===== config.mk =====
export PLATFORM = sky130hd
export DESIGN_NAME = longp_wbck_arb
export DESIGN_NICKNAME = d
export VERILOG_FILES = /design/src/rtl/longp_wbck_arb_pkg.sv /design/src/rtl/longp_wbck_arb_rr_arbiter.sv /design/src/rtl/longp_wbck_arb.sv
export SDC_FILE = /design/constraint.sdc
export NUM_CORES = 1
export LEC_CHECK = 0
export ABC_AREA = 1
export CAP_MARGIN = 20
export CORE_MARGIN = 2
export CORE_UTILIZATION = 34
export CTS_CLUSTER_SIZE = 14
export DETAILED_ROUTE_END_ITERATION = 12
export PLACE_DENSITY = 0.77
export SYNTH_ARGS = -nofsm -noshare
export SYNTH_HDL_FRONTEND = slang
export SYNTH_SLANG_ARGS = --single-unit

===== constraint.sdc =====
create_clock -name clk -period 1.9 [get_ports clk]
set_input_delay 0.285 -clock clk [delete_from_list [all_inputs] [get_ports clk]]
set_output_delay 0.285 -clock clk [all_outputs]
set_load 0.02 [all_outputs]

===== src/rtl/longp_wbck_arb_pkg.sv =====
// -----------------------------------------------------------------------------
// longp_wbck_arb_pkg
// Shared definitions for the long-pipe writeback arbiter.
//   - MYRISCV_REGADDRWD : register-file index width
//   - LWBCK_NREQ        : default number of long-pipe completion sources
//   - LWBCK_STARVE_MAX  : default ALU anti-starvation threshold
//   - wb_src_e          : which source owns the write port this cycle
//   - ptr_width()       : width of a round-robin pointer (1 bit minimum)
// -----------------------------------------------------------------------------
package longp_wbck_arb_pkg;

    localparam int MYRISCV_REGADDRWD = 5;
    localparam int LWBCK_NREQ        = 2;
    localparam int LWBCK_STARVE_MAX  = 4;

    typedef enum logic [1:0] {
        WB_SRC_NONE = 2'd0,
        WB_SRC_ALU  = 2'd1,
        WB_SRC_LP   = 2'd2
    } wb_src_e;

    // A single requester still needs a 1-bit pointer so the vector is legal;
    // that bit is tied to 0 by the arbiter.
    function automatic int ptr_width(input int n);
        return (n > 1) ? $clog2(n) : 1;
    endfunction

endpackage


===== src/rtl/longp_wbck_arb_rr_arbiter.sv =====
// -----------------------------------------------------------------------------
// rr_arbiter
// Round-robin arbiter for the long-pipe completion sources. Owns rr_ptr, the
// index of the highest-priority requester. The first requester found while
// scanning rr_ptr, rr_ptr+1, ... (mod N) receives the one-hot grant.
// Ports:
//   clk     : core clock
//   rst     : synchronous active-low reset (rr_ptr -> 0)
//   req     : request vector, one bit per requester
//   advance : the current grant was actually taken; move rr_ptr past winner
//   gnt     : one-hot grant (all zero when nothing requests)
// -----------------------------------------------------------------------------
module rr_arbiter
    import longp_wbck_arb_pkg::*;
#(
    parameter int N = 2
) (
    input  logic         clk,
    input  logic         rst,
    input  logic [N-1:0] req,
    input  logic         advance,
    output logic [N-1:0] gnt
);

    localparam int PW = ptr_width(N);

    logic [PW-1:0] rr_ptr;
    logic [PW-1:0] win_pos;
    logic [PW-1:0] scan_pos;
    logic          found;

    always_comb begin
        gnt      = '0;
        win_pos  = '0;
        scan_pos = '0;
        found    = 1'b0;
        for (int k = 0; k < N; k++) begin
            scan_pos = PW'((int'(rr_ptr) + k) % N);
            if (!found && req[scan_pos]) begin
                gnt[scan_pos] = 1'b1;
                win_pos       = scan_pos;
                found         = 1'b1;
            end
        end
    end

    generate
        if (N == 1) begin : g_single
            assign rr_ptr = '0;
        end else begin : g_multi
            // The pointer only moves when the long-pipe grant is consumed;
            // ALU grants and idle cycles leave it untouched.
            always_ff @(posedge clk) begin
                if (!rst) begin
                    rr_ptr <= '0;
                end else if (advance) begin
                    rr_ptr <= (win_pos == PW'(N - 1)) ? '0 : win_pos + PW'(1);
                end
            end
        end
    endgenerate

endmodule


===== src/rtl/longp_wbck_arb.sv =====
// -----------------------------------------------------------------------------
// longp_wbck_arb
// Writeback arbiter for the single register-file write port. Long-pipe
// completions (round-robin among themselves) beat the single-cycle ALU
// writeback, except when the ALU has been blocked STARVE_MAX consecutive
// cycles, in which case the ALU is forced through. Every long-pipe grant also
// produces a registered OITF retire pulse (clr_req/clr_idx).
// Ports:
//   clk, rst              : core clock, synchronous active-low reset
//   alu_wb_vld/idx/data   : ALU writeback request
//   alu_wb_rdy            : ALU request accepted this cycle (combinational)
//   lp_vld/idx/data       : packed long-pipe requests, requester i at slice i
//   lp_rdy                : one-hot long-pipe accept (combinational)
//   rf_wen/widx/wdata     : registered register-file write
//   clr_req/clr_idx       : registered OITF retire pulse and index
// -----------------------------------------------------------------------------
module longp_wbck_arb
    import longp_wbck_arb_pkg::*;
#(
    parameter int NREQ       = LWBCK_NREQ,
    parameter int DW         = 32,
    parameter int AW         = MYRISCV_REGADDRWD,
    parameter int STARVE_MAX = LWBCK_STARVE_MAX
) (
    input  logic               clk,
    input  logic               rst,
    input  logic               alu_wb_vld,
    input  logic [AW-1:0]      alu_wb_idx,
    input  logic [DW-1:0]      alu_wb_data,
    output logic               alu_wb_rdy,
    input  logic [NREQ-1:0]    lp_vld,
    input  logic [NREQ*AW-1:0] lp_idx,
    input  logic [NREQ*DW-1:0] lp_data,
    output logic [NREQ-1:0]    lp_rdy,
    output logic               rf_wen,
    output logic [AW-1:0]      rf_widx,
    output logic [DW-1:0]      rf_wdata,
    output logic               clr_req,
    output logic [AW-1:0]      clr_idx
);

    localparam int SW = $clog2(STARVE_MAX + 1);

    logic [SW-1:0]   starve_cnt;
    logic [NREQ-1:0] arb_gnt;
    logic            lp_any;
    logic            alu_force;
    logic            lp_win;
    logic            alu_win;
    wb_src_e         src;
    logic [AW-1:0]   lp_sel_idx;
    logic [DW-1:0]   lp_sel_data;
    logic [AW-1:0]   gnt_idx;
    logic [DW-1:0]   gnt_data;
    logic            wen_nxt;

    rr_arbiter #(
        .N (NREQ)
    ) u_rr (
        .clk     (clk),
        .rst     (rst),
        .req     (lp_vld),
        .advance (lp_win),
        .gnt     (arb_gnt)
    );

    // Grant decision. Both accepts are gated by rst so nothing is consumed
    // while reset is held. The override also requires alu_wb_vld so a
    // withdrawn ALU request never leaves the port idle with long-pipe work.
    assign lp_any    = |lp_vld;
    assign alu_force = alu_wb_vld && (starve_cnt == SW'(STARVE_MAX));
    assign lp_win    = rst && lp_any && !alu_force;
    assign alu_win   = rst && alu_wb_vld && !lp_win;

    assign alu_wb_rdy = alu_win;
    assign lp_rdy     = lp_win ? arb_gnt : '0;

    // One-hot mux of the winning long-pipe slice.
    always_comb begin
        lp_sel_idx  = '0;
        lp_sel_data = '0;
        for (int i = 0; i < NREQ; i++) begin
            if (arb_gnt[i]) begin
                lp_sel_idx  = lp_idx[i*AW +: AW];
                lp_sel_data = lp_data[i*DW +: DW];
            end
        end
    end

    always_comb begin
        if (lp_win) begin
            src = WB_SRC_LP;
        end else if (alu_win) begin
            src = WB_SRC_ALU;
        end else begin
            src = WB_SRC_NONE;
        end
    end

    always_comb begin
        gnt_idx  = '0;
        gnt_data = '0;
        case (src)
            WB_SRC_LP: begin
                gnt_idx  = lp_sel_idx;
                gnt_data = lp_sel_data;
            end
            WB_SRC_ALU: begin
                gnt_idx  = alu_wb_idx;
                gnt_data = alu_wb_data;
            end
            default: begin
                gnt_idx  = '0;
                gnt_data = '0;
            end
        endcase
    end

    // Writes to x0 are dropped at the register file but still retire in the
    // OITF, so wen and clr_req are qualified differently.
    assign wen_nxt = (src != WB_SRC_NONE) && (gnt_idx != '0);

    // Consecutive cycles the ALU has waited; saturates at STARVE_MAX.
    always_ff @(posedge clk) begin
        if (!rst) begin
            starve_cnt <= '0;
        end else if (!alu_wb_vld || alu_win) begin
            starve_cnt <= '0;
        end else if (starve_cnt != SW'(STARVE_MAX)) begin
            starve_cnt <= starve_cnt + SW'(1);
        end
    end

    // Registered write port and retire pulse, one cycle after the grant.
    always_ff @(posedge clk) begin
        if (!rst) begin
            rf_wen   <= 1'b0;
            rf_widx  <= '0;
            rf_wdata <= '0;
            clr_req  <= 1'b0;
            clr_idx  <= '0;
        end else begin
            rf_wen  <= wen_nxt;
            clr_req <= lp_win;
            if (wen_nxt) begin
                rf_widx  <= gnt_idx;
                rf_wdata <= gnt_data;
            end
            if (lp_win) begin
                clr_idx <= lp_sel_idx;
            end
        end
    end

endmodule


# Yosys cells after proc, flatten, opt, wreduce, memory -nomap -nowiden
# Index checks and enable logic that the tools add are counted.
[op_classes] magnitude_cmp=4 reduce_logical=18 bitwise=2 mux=23 eq_ne=4 add_sub_neg=3
[ops] cell="$mux W32" count=2
[ops] cell="$pmux W32 S2" count=1
[ops] cell="$mux W1" count=11
[ops] cell="$mux W5" count=2
[ops] cell="$pmux W5 S2" count=1
[ops] cell="$logic_and A1 B1 Y1" count=9
[ops] cell="$mux W2" count=4
[ops] cell="$reduce_bool A5 Y1" count=1
[ops] cell="$logic_not A1 Y1" count=4
[ops] cell="$lt A1 B2 Y1 const B" count=2
[ops] cell="$reduce_or A2 Y1" count=2
[ops] cell="$add A3 B1 Y3 const B" count=1
[ops] cell="$eq A3 B3 Y1 const B" count=1
[ops] cell="$ne A3 B3 Y1 const B" count=1
[ops] cell="$add A1 B1 Y1 const B" count=2
[ops] cell="$demux W1 S1" count=2
[ops] cell="$eq A2 B1 Y1 const B" count=1
[ops] cell="$eq A2 B2 Y1 const B" count=1
[ops] cell="$ge A1 B1 Y1 const B" count=2
[ops] cell="$or A2 B2 Y2" count=1
[ops] cell="$reduce_bool A2 Y1" count=1
[ops] cell="$logic_or A1 B1 Y1" count=1
[ops] cell="$not A1 Y1" count=1
[word_totals] inputBits=116 elab_cells=61 regBits=48

# Depth between registers and ports, before layout
# Gate-level depths: netlist of the first run.
[logic_depth] ltp_word=12 mapped_depth=15 ltp_nobuf=13

# Modules after synthesis
# A second synthesis of the first run with hierarchy kept.
[hier_totals] hier_cells=473 area_unflattened_um2=2775.2
[modules_own_cells] module="longp_wbck_arb" instances=1 cells_each=460 area_each_um2=2700.1
[modules_own_cells] module="rr_arbiter" instances=1 cells_each=13 area_each_um2=75.1

# Worst setup path before layout of the first run
# Ideal clock, no wire load.
[synth_timing] path_type="reg2reg" start="reg starve_cnt[0]" end="reg rf_wdata[0]" setup_time_ns=0.113 arrival_time_ns=1.715 path_stages_with_launch=14 required_time_ns=1.787 setup_slack_ns=0.072 cell_sequence="dfxtp_1 inv_1 ha_1 nand2_1 nor2_1 nor2_4 nand3_1 nand2_1 nor2_4 nand3_2 buf_6 buf_2 nor2_1 nor2_1"
[synth_between] elab_chain_len=12 elab_cells_between_ends=15 cone_classes="eq/ne (3); mux (4); reduce/logical (8)"
[synth_rtl] element="start: declaration" line="longp_wbck_arb.sv:44" rtl="logic [SW-1:0] starve_cnt;"
[synth_rtl] element="start signal: assignment" line="longp_wbck_arb.sv:130" rtl="starve_cnt <= starve_cnt + SW'(1);"
[synth_rtl] element="$eq A3 B3 Y1 *" line="longp_wbck_arb.sv:71" rtl="assign alu_force = alu_wb_vld && (starve_cnt == SW'(STARVE_MAX));"
[synth_rtl] element="$logic_and A1 B1 Y1 *" line="longp_wbck_arb.sv:71"
[synth_rtl] element="$logic_not A1 Y1 *" line="longp_wbck_arb.sv:72" rtl="assign lp_win = rst && lp_any && !alu_force;"
[synth_rtl] element="$logic_and A1 B1 Y1 *" line="longp_wbck_arb.sv:72"
[synth_rtl] element="$logic_not A1 Y1" line="longp_wbck_arb.sv:73" rtl="assign alu_win = rst && alu_wb_vld && !lp_win;"
[synth_rtl] element="$logic_and A1 B1 Y1" line="longp_wbck_arb.sv:73"
[synth_rtl] element="$mux W1" line="longp_wbck_arb.sv:93" rtl="end else if (alu_win) begin"
[synth_rtl] element="$mux W2 *" line="longp_wbck_arb.sv:91" rtl="if (lp_win) begin"
[synth_rtl] element="$eq A2 B1 Y1 / $eq A2 B2 Y1 (equally long branches)" line="longp_wbck_arb.sv:103" rtl="case (src)"
[synth_rtl] element="$pmux W5 S2" line="longp_wbck_arb.sv:103"
[synth_rtl] element="$reduce_bool A5 Y1" line="longp_wbck_arb.sv:121" rtl="assign wen_nxt = (src != WB_SRC_NONE) && (gnt_idx != '0);"
[synth_rtl] element="$logic_and A1 B1 Y1" line="longp_wbck_arb.sv:121"
[synth_rtl] element="end signal: assignment" line="longp_wbck_arb.sv:147" rtl="rf_wdata <= gnt_data;"
[synth_rtl] element="end: declaration" line="longp_wbck_arb.sv:37" rtl="output logic [DW-1:0] rf_wdata,"
# Mark *: on every way between the ends. The rest lies on a longest branch, timed or not.
# A chain may end at the register's enable or synchronous reset.

# Worst setup path after layout of the first run
[layout_timing] start="reg starve_cnt[0]" end="out lp_rdy[1]"
[layout_between] elab_chain_len=5
[layout_rtl] element="$eq A3 B3 Y1" line="longp_wbck_arb.sv:71"
[layout_rtl] element="$logic_and A1 B1 Y1" line="longp_wbck_arb.sv:71"
[layout_rtl] element="$logic_not A1 Y1" line="longp_wbck_arb.sv:72"
[layout_rtl] element="$logic_and A1 B1 Y1" line="longp_wbck_arb.sv:72"
[layout_rtl] element="$mux W2" line="longp_wbck_arb.sv:76" rtl="assign lp_rdy = lp_win ? arb_gnt : '0;"
[layout_rtl] element="end: declaration" line="longp_wbck_arb.sv:34" rtl="output logic [NREQ-1:0] lp_rdy,"
# No other way between the ends.

==> flow_metrics.py, run 1 <==
metrics = {
    "critical_path": {
        "rr_startpoint": "starve_cnt[0]",
        "arrival_ns": 1.72,
        "reg2reg_depth": 16,
        "cp-start-kind": "flip-flop",
        "path_class": "reg -> out",
        "r2r-end": "rf_wdata[5]",
        "reg2reg_slack_ns": -0.10,
        "worstPathRequired_ns": 1.62,
        "end_kind": "primary output",
        "cp_max_fo": 5,
    },
    "synth": {
        "seq_area_frac_synth": 0.352,
        "yosysUniqueCellTypes": 25,
        "synth-warning-count": 0,
        "syn_inst": 459,
        "synth_area_leader_cell": "dfxtp_1",
        "netlist.area_leader.share": 0.352,
        "ys_ff_latch": 48,
        "ys_top_cells_by_area": "dfxtp_1 (35%), nand2_1 (27%), nor2_1 (9.3%), nand3_1 (7.5%), inv_1 (6.6%)",
        "syn_avg_cell_area_um2": 5.95,
        "syn_area_um2": 2730,
        "synth_fp_nets": 577,
    },
    "finish": {
        "area_growth_pct": 91.7,
        "drive_above_1_share": 0.183,
        "diodes": 0,
        "finish.net_count": 778,
        "fillers": 676,
        "post-route-util": 0.674,
    },
    "detailed_routing": {
        "wl_per_cell_um": 13.3,
        "first_pass_iters": 4,
        "drtIter0Drc": 92,
        "vias_per_cell": 4.59,
        "wirelength_mm": 10.2,
        "drt.antenna.violating_nets": 0,
        "num_vias": 3501,
        "drc": 0,
    },
    "hold_path": {
        "hp-class": "reg -> reg",
        "worstHoldEndpoint": "clr_idx[2]",
        "whs_path_depth": 2,
        "hp-start": "clr_idx[2]",
    },
    "timing": {
        "min_period_over_period": 1.06,
        "worst_pin_slew_ns": 0.291,
        "clock_skew_ns": 0.00555,
        "setup_ws_ns": -0.109,
        "fmax_mhz": 498,
        "final.min_clock_period_ns": 2.01,
        "slew_viol_final": 0,
        "setup_viol": 33,
        "relSlewSlack": 0.805,
        "hold_ws_ns": 0.474,
        "hold_viol": 0,
        "rsz0062_at_grt": "yes",
        "tns_ns": -1.25,
    },
    "cts": {
        "cts.sinks": 48,
        "cts_hold_buffers": 0,
        "htreeDepth": 2,
        "worstSkewPairLatency_ns": 0.30,
        "clock_path_buffers": 2,
        "clock-root-buffer": "clkbuf_8",
        "numCtsBuffers": 5,
        "cts_tree": "built",
        "path_clk_slew_ns": 0.09,
    },
    "floorplanning": {
        "die_h_um": 93.6,
        "die_w_um": 93.6,
        "ios": 163,
        "initial_core_util": 0.352,
        "die_area_um2": 8770,
        "core_area_um2": 7770,
        "num_rows": 32,
    },
    "power_and_ir_drop": {
        "vdd.ir_drop.worst_uv": 424,
        "switchingPower_w": 0.00109,
        "clkPwrFrac": 0.218,
        "seqPwrFrac": 0.350,
        "p_per_area_nw_per_um2": 645,
        "p_leak_nw": 2.40,
        "switching_share": 0.322,
        "power_frac_comb": 0.432,
        "intPower_w": 0.00229,
    },
    "global_routing": {
        "grt_pass1_vias": 3487,
        "grt_max_degree": 33,
        "grt.total_usage": 0.224,
        "grt_overflow_total": 0,
        "grt_first_pass_wirelength_mm": 15.6,
        "antenna_found_initial": 0,
    },
    "status": {
        "violations": "negative setup slack",
        "status": "finished with violations",
    },
    "place": {
        "gp_congestion": 0.863,
        "port_buffers": 162,
        "hpwl_mm": 6.93,
    },
    "job": {
        "maxCapViolCount": 0,
    },
}
[power by group through the flow]
stage                     Combinational, W  Clock (W)  Sequential [W]
after CTS                          0.00135   0.000751         0.00118
after global placement             0.00118          0         0.00119
after detailed placement           0.00120          0         0.00120
final                              0.00146   0.000736         0.00118
after floorplan                   0.000444          0         0.00133
after global routing               0.00157   0.000797         0.00120
[cells in the final DEF, fill, tap and decap left out, drive strengths merged]
master,synthesis,final
dfxtp,48,48
nand3b,2,2
dlygate4sd2,0,3
a211oi,2,2
o21bai,1,1
inv,52,52
buf,21,54
nand4,3,3
nor4,1,1
o21ai,2,2
bufinv,0,1
nor2,73,73
clkinv,1,2
nor3,1,1
xnor2,1,1
clkbuf,0,8
clkdlybuf4s50,0,156
ha,2,2
a21oi,9,9
nand3,44,44
nand2,196,196
[layer usage]
| layer | track usage | up-vias | wire [um] |
|---|---|---|---|
| li1 | - | 1791 | - |
| met1 | 0.242 | 1565 | 4060 |
| met2 | 0.425 | 127 | 5080 |
| met3 | 0.0580 | 18 | 785 |
| met4 | 0.0676 | 0 | 239 |
| met5 | 0 | - | 0 |
[logic make-up after synthesis]
logic type                 share of synthesized area
adders and majority gates                    0.00916
xor gates and xnor gates                     0.00321
DFF                                            0.352
and+or+nand+nor                                0.485
AOI/OAI and AO/OA                             0.0284
buffers and inverters                          0.122
[worst max-delay path: stages, from the launching register on]
cell and delay, ns:
dfxtp_2 0.34, inv_2 0.04, ha_4 0.15, buf_6 0.11
nand3_4 0.05, nand3_4 0.08, buf_12 0.14, buf_4 0.13
nor2_4 0.14, buf_12 0.13, buf_8 0.10
[how the worst max path moves through the flow]
| stage | endpoint | slack [ns] | start | cells past startpoint |
|---|---|---|---|---|
| after floorplan | rf_wdata[0] | 0.07 | starve_cnt[0] | 13 |
| after global placement | alu_wb_rdy | -0.41 | alu_wb_vld | 7 |
| after detailed placement | alu_wb_rdy | -0.43 | lp_vld[1] | 6 |
| after CTS | rf_wdata[12] | -0.06 | starve_cnt[0] | 15 |
| after global routing | rf_wdata[5] | -0.20 | starve_cnt[0] | 16 |
| final | lp_rdy[1] | -0.11 | starve_cnt[0] | 10 |
[area by class of cell]
type / count / area [um^2] / share of cell area
well taps: 102 / 128 / 0.0244
repair buffers: 215 / 2220 / 0.424
flip-flops and latches: 48 / 963 / 0.184
clock inverters: 2 / 35.0 / 0.00669
inverters: 53 / 199 / 0.0380
clock buffers: 6 / 72.6 / 0.0139
multi-input cells: 337 / 1620 / 0.309
[state kept, by name, indices dropped and copies added, names as in the netlist, named ones only]
signal	cells
rf_widx	5
clr_idx	5
starve_cnt	3
rf_wen	1
clr_req	1
rf_wdata	32
[stage by stage]
stage / setup WS (ns) / power (W) / cells / cell area [um^2]
after global placement: -0.414 / 0.00238 / 734 / 4650
after CTS: -0.0611 / 0.00328 / 755 / 5040
after global routing: -0.199 / 0.00357 / 763 / 5240
after detailed placement: -0.429 / 0.00239 / 734 / 4650
final: -0.109 / 0.00337 / 763 / 5240
after floorplan: 0.0718 / 0.00177 / 459 / 2730
[what timing repair did]
| item | 4_1_cts | 5_1_grt |
|---|---|---|
| setup buffers | 9 | 8 |
| resized for setup | 38 | 45 |
| cloned | 4 | 3 |
| endpoints found under the setup margin | 35 | 39 |
| pin swaps | 4 | 17 |
[cell usage after synthesis]
cell type / count
nand2_2: 3
clkinv_1: 1
o21ai_1: 1
buf_6: 4
inv_1: 48
nor3_1: 1
buf_4: 2
inv_2: 4
nand4_1: 3
dfxtp_1: 48
nand3_1: 41
a21oi_1: 9
ha_1: 2
nand3_2: 3
nand3b_1: 2
buf_2: 15
nor2_4: 3
o21ai_0: 1
nor2_2: 2
a211oi_1: 2
o21bai_1: 1
nor2_1: 68
nor4_1: 1
nand2_1: 193
xnor2_1: 1
No activity file was read; power rests on OpenSTA's default activity.
==> inputs of run 2 (changes only) <==
- CTS_CLUSTER_SIZE: 14 -> 8
- RECOVER_POWER: default -> 100
==> run 2 against run 1 <==
The flow still finishes with violations (negative setup slack). Die area did not move. Combinational power barely moved. Core utilization did not move. Clock skew barely moved. Worst setup slack barely moved. Clock power barely moved. Wire length barely moved. Worst hold slack got worse by 0.0032 ns. Critical path depth did not move. Non-clock buffer count did not move. Via count fell by 0.14%. Critical endpoint unchanged. Largest cell class unchanged. Largest power group unchanged.
==> flow_metrics.py, run 2 (synthesis gave the netlist of run 1 again) <==
metrics = {
    "status": {
        "status": "finished with violations",
        "violations": "negative setup slack",
    },
    "timing": {
        "slew_viol_final": 0,
        "setup_ws_ns": -0.109,
        "hold_ws_ns": 0.471,
        "hold_viol": 0,
        "fmax_mhz": 498,
        "relSlewSlack": 0.805,
        "final.min_clock_period_ns": 2.01,
        "setup_viol": 33,
        "min_period_over_period": 1.06,
        "clock_skew_ns": 0.00535,
        "worst_pin_slew_ns": 0.291,
        "rsz0062_at_grt": "yes",
    },
    "power_and_ir_drop": {
        "p_leak_nw": 2.44,
        "totalPowerFinal_w": 0.00336,
        "clkPwrFrac": 0.219,
        "power_frac_comb": 0.430,
        "switchingPower_w": 0.00109,
        "p_per_area_nw_per_um2": 642,
        "seqPwrFrac": 0.351,
        "vdd.ir_drop.worst_uv": 424,
        "intPower_w": 0.00227,
        "switching_share": 0.323,
    },
    "global_routing": {
        "grt_first_pass_wirelength_mm": 15.6,
        "grt_max_degree": 33,
        "grt_overflow_total": 0,
        "grt_pass1_vias": 3487,
        "antenna_found_initial": 0,
        "grt.total_usage": 0.224,
    },
    "finish": {
        "seqCellArea_um2": 963,
        "diodes": 0,
        "finish.net_count": 778,
        "largest_register_ffs": 32,
        "mostFrequentLayoutCells": "nand2_1 (174), clkdlybuf4s50_1 (140), nor2_1 (52)",
        "fillers": 676,
        "largest-register": "rf_wdata",
        "area_growth_pct": 91.7,
        "drive_above_1_share": 0.183,
        "top_regs": "rf_wdata x32, clr_idx x5, rf_widx x5",
        "layout_commonest_cell": "nand2_1",
        "multi_input_area_um2": 1620,
    },
    "detailed_routing": {
        "drtIter0Drc": 92,
        "drc": 0,
        "wl_per_cell_um": 13.3,
        "first_pass_iters": 4,
        "drt.antenna.violating_nets": 0,
        "num_vias": 3496,
        "wirelength_mm": 10.2,
        "vias_per_cell": 4.58,
    },
    "critical_path": {
        "max_stage_delay_ns": 0.34,
        "end_kind": "primary output",
        "arrival_ns": 1.72,
        "cp_max_fo": 5,
        "cp_slowest_cell": "dfxtp_2",
        "worstPathRequired_ns": 1.62,
        "rr_startpoint": "starve_cnt[0]",
        "reg2reg_depth": 16,
        "path_class": "reg -> out",
        "crit_family": "buffers and inverters",
        "cp-start-kind": "flip-flop",
        "cp_cell_sequence": "inv_2 -> ha_4 -> buf_6 -> nand3_4 -> nand3_4 -> buf_12 -> buf_4 -> nor2_4 -> buf_12 -> buf_8",
        "crit_buf_inv": 6,
        "reg2reg_slack_ns": -0.10,
        "r2r-end": "rf_wdata[5]",
    },
    "cts": {
        "clock-root-buffer": "clkbuf_8",
        "numCtsBuffers": 5,
        "cts_tree": "built",
        "cts.sinks": 48,
        "htreeDepth": 2,
        "clock_path_buffers": 2,
        "worstSkewPairLatency_ns": 0.30,
        "cts_hold_buffers": 0,
        "path_clk_slew_ns": 0.09,
    },
    "hold_path": {
        "hp-start": "clr_idx[2]",
        "whs_path_depth": 2,
        "hp-class": "reg -> reg",
        "worstHoldEndpoint": "clr_idx[2]",
    },
    "place": {
        "hpwl_mm": 6.93,
        "gp_congestion": 0.863,
        "port_buffers": 162,
    },
    "floorplanning": {
        "die_h_um": 93.6,
        "core_area_um2": 7770,
        "die_w_um": 93.6,
        "num_rows": 32,
        "ios": 163,
        "initial_core_util": 0.352,
        "die_area_um2": 8770,
    },
    "job": {
        "maxCapViolCount": 0,
    },
}
-- run 2: layout make-up --
| cell class | instances | area share |
|---|---|---|
| Clock buffer | 6 | 0.0139 |
| Clock inverter | 2 | 0.00669 |
| Inverter | 53 | 0.0380 |
| Multi-Input combinational cell | 337 | 0.309 |
| Sequential cell | 48 | 0.184 |
| Tap cell | 102 | 0.0244 |
| Timing Repair Buffer | 215 | 0.424 |
-- run 2: per-layer routing --
layer,routed length [um],part of all wire,vias to the layer above,track usage
li1,-,-,1791,-
met4,239,0.024,0,0.0676
met3,760,0.075,18,0.0580
met5,0,0,-,0
met1,4100,0.40,1567,0.242
met2,5070,0.50,120,0.425
-- run 2: power by group through the flow --
stage	combinational (W)	sequential [W]	clock (W)
3_5_place_dp	0.00120	0.00120	0
6_report	0.00144	0.00118	0.000736
5_1_grt	0.00156	0.00119	0.000797
3_3_place_gp	0.00118	0.00119	0
2_1_floorplan	0.000444	0.00133	0
4_1_cts	0.00135	0.00118	0.000751
-- run 2: worst max path at each step --
| stage | cells after the start | end | from | slack (ns) |
|---|---|---|---|---|
| after floorplan | 13 | rf_wdata[0] | starve_cnt[0] | 0.07 |
| after global placement | 7 | alu_wb_rdy | alu_wb_vld | -0.41 |
| after detailed placement | 6 | alu_wb_rdy | lp_vld[1] | -0.43 |
| after CTS | 15 | rf_wdata[12] | starve_cnt[0] | -0.06 |
| after global routing | 16 | rf_wdata[5] | starve_cnt[0] | -0.20 |
| final | 10 | lp_rdy[1] | starve_cnt[0] | -0.11 |
-- run 2: stage by stage --
step | TNS, ns | setup WS, ns | cell area (um^2) | std cells | util
final | -1.30 | -0.109 | 5240 | 763 | 0.674
after global routing | -5.28 | -0.199 | 5240 | 763 | 0.674
after CTS | -0.900 | -0.0611 | 5040 | 755 | 0.648
after detailed placement | -11.90 | -0.429 | 4650 | 734 | 0.598
after global placement | -10.36 | -0.414 | 4650 | 734 | 0.598
after floorplan | 0 | 0.0718 | 2730 | 459 | -
-- run 2: worst reg2reg max path, stage by stage (launching register included) --
cell and delay, ns:
dfxtp_2 0.34, inv_2 0.04, ha_4 0.15, buf_6 0.11
nand3_4 0.05, nand3_4 0.08, buf_12 0.14, buf_6 0.12
nand3_4 0.06, nand2_4 0.06, nor2_4 0.14, nand3_4 0.10
buf_12 0.16, clkbuf_16 0.16, nand2_1 0.07, nand2_1 0.06
nor2_1 0.10
-- run 2: what timing repair did --
| item | CTS | global route |
|---|---|---|
| setup buffers | 9 | 8 |
| hold endpoints to repair | 0 | 0 |
| gates resized for setup | 38 | 45 |
| gates cloned | 4 | 3 |
| pin swaps | 4 | 17 |
| setup endpoints to repair | 35 | 39 |
==> inputs of run 3 (changes only) <==
- CORE_UTILIZATION: 34 -> 35
- PLACE_DENSITY: 0.77 -> 0.76
- clock period: 1.9 -> 2.45 ns (I/O delays scaled with it)
==> run 3 against run 2 <==
The run now ends clean. Die area shrank 2.7%. Critical endpoint unchanged. Combinational power shrank 42%. Sequential power shrank 23%. Critical path depth shrank 4. Core utilization shrank 8.6 points. Global-route usage shrank 2.1 points. Sequential share of layout area grew 3.0 points. First-iteration DRC count shrank 21%. Wire length shrank 16%. Via count shrank 6.0%. Flip-flop and latch count is the same.
==> flow_metrics.py, run 3 (synthesis gave the netlist of run 1 again) <==
metrics = {
    "finish": {
        "drive_above_1_share": 0.0470,
        "final_area_um2": 4500,
        "finish.net_count": 735,
        "top_regs": "rf_wdata x32, clr_idx x5, rf_widx x5",
        "largest_register_ffs": 32,
        "largest-register": "rf_wdata",
        "fillers": 710,
        "layout_commonest_cell": "nand2_1",
        "diodes": 0,
        "mostFrequentLayoutCells": "nand2_1 (193), clkdlybuf4s50_1 (115), nor2_1 (68)",
        "area_growth_pct": 64.7,
    },
    "global_routing": {
        "grt_use_met2": 0.384,
        "grt_pass1_vias": 3256,
        "grtUsageMet3": 0.0610,
        "grt_max_degree": 41,
        "grt.total_usage": 0.203,
        "grtUsageMet1": 0.218,
        "grt_overflow_total": 0,
        "top_usage_layer": "met2",
        "antenna_found_initial": 0,
        "grt_first_pass_wirelength_mm": 14.1,
    },
    "cts": {
        "htreeDepth": 2,
        "cts_tree": "built",
        "worstSkewPairLatency_ns": 0.29,
        "numCtsBuffers": 5,
        "path_clk_slew_ns": 0.08,
        "cts_hold_buffers": 0,
        "cts.sinks": 48,
        "clock-root-buffer": "clkbuf_8",
        "clock_path_buffers": 2,
    },
    "detailed_routing": {
        "vias_per_cell": 4.57,
        "wl_per_cell_um": 11.8,
        "num_vias": 3286,
        "drtIter0Drc": 73,
        "drc": 0,
        "drt.antenna.violating_nets": 0,
        "wirelength_mm": 8.49,
        "first_pass_iters": 4,
    },
    "timing": {
        "fmax_mhz": 422,
        "min_period_over_period": 0.966,
        "clock_skew_ns": 0.00255,
        "setup_ws_ns": 0.0830,
        "hold_viol": 0,
        "rsz0062_at_grt": "no",
        "worst_pin_slew_ns": 0.794,
        "final.min_clock_period_ns": 2.37,
        "setup_viol": 0,
        "relSlewSlack": 0.471,
        "slew_viol_final": 0,
    },
    "critical_path": {
        "worstPathRequired_ns": 2.08,
        "r2r-end": "rf_wdata[5]",
        "reg2reg_slack_ns": 0.23,
        "path_class": "in -> out",
        "end_kind": "primary output",
        "cp_max_fo": 6,
        "reg2reg_depth": 13,
        "rr_startpoint": "starve_cnt[0]",
        "arrival_ns": 2.00,
        "timing.critical_path.from": "lp_vld[0]",
        "cp-start-kind": "input pin",
        "cp-endpoint": "lp_rdy[1]",
    },
    "floorplanning": {
        "initial_core_util": 0.357,
        "die_area_um2": 8530,
        "die_h_um": 92.3,
        "num_rows": 32,
        "ios": 163,
        "die_w_um": 92.3,
        "core_area_um2": 7650,
    },
    "place": {
        "dp_slack_ns": -0.00491,
        "placed_cell_area_um2": 4450,
        "gp_congestion": 0.959,
        "port_buffers": 162,
        "hpwl_mm": 6.62,
    },
    "power_and_ir_drop": {
        "p_per_area_nw_per_um2": 484,
        "p_leak_nw": 2.20,
        "vdd.ir_drop.worst_uv": 213,
    },
    "hold_path": {
        "whs_path_depth": 1,
        "hp-class": "reg -> reg",
    },
    "status": {
        "status": "finished clean",
    },
    "job": {
        "maxCapViolCount": 0,
    },
}
## run 3: cell count changes in the layout (fill, tap and decap cells not counted), moves of 4 or more
cell             change
nand3_4              -4
nor2_4               -4
clkdlybuf4s50_1     -25
nor2_2              -12
nor2_1              +16
buf_6                -6
nand2_2             -16
buf_12               -6
dlygate4sd3_1       +29
buf_4               -27
nand2_1             +19
## run 3: metal layers
metal  vias up  wire length, um  part of all wire
li1       1699                -                 -
met1      1456             3480              0.41
met2       119             4200              0.49
met3        12              708             0.083
met4         0               96             0.011
met5         -                0                 0
## run 3: what timing repair did
item / 4_1_cts / 5_1_grt
gates resized for setup: 1 / 1
endpoints found under the hold margin: 0 / 0
setup endpoints to repair: 1 / 1
setup buffers: 0 / 0
## run 3: worst max-delay path, stage by stage
cell and delay (ns):
clkdlybuf4s50_1 0.48, clkbuf_4 0.18, nand2_2 0.09, nand2_2 0.10, nor2_2 0.16, clkdlybuf4s50_1 0.62
## run 3: worst min-delay path by stage
stage,start,to,slack [ns]
after floorplan,starve_cnt[0],starve_cnt[0],0.43
after global placement,starve_cnt[0],starve_cnt[0],0.45
final,starve_cnt[0],starve_cnt[0],0.47
after global routing,rf_wdata[28],rf_wdata[28],0.50
after CTS,starve_cnt[0],starve_cnt[0],0.47
after detailed placement,starve_cnt[0],starve_cnt[0],0.45
## run 3: metrics by stage
step | TNS (ns) | std cells | power, W | util | hold WS, ns
detailed placement | -0.00491 | 712 | 0.00181 | 0.582 | 0.446
finish | 0 | 719 | 0.00218 | 0.588 | 0.472
floorplan | 0 | 459 | 0.00138 | - | 0.428
CTS | 0 | 719 | 0.00225 | 0.592 | 0.469
global placement | 0 | 712 | 0.00179 | 0.582 | 0.445
global route | 0 | 719 | 0.00234 | 0.588 | 0.502
## run 3: final cells by class
type / count / area (um^2) / share of cell area
repair buffers: 172 / 1700 / 0.378
multi-input cells: 337 / 1430 / 0.318
flip-flops and latches: 48 / 961 / 0.214
inverters: 53 / 199 / 0.0442
well taps: 102 / 128 / 0.0284
clock buffers: 6 / 72.6 / 0.0161
clock inverters: 1 / 5.00 / 0.00111
## run 3: power breakdown
| group | switching [W] | internal [W] |
|---|---|---|
| clock network | 0.000243 | 0.000194 |
| registers | 0.0000382 | 0.000868 |
| logic | 0.000430 | 0.000405 |
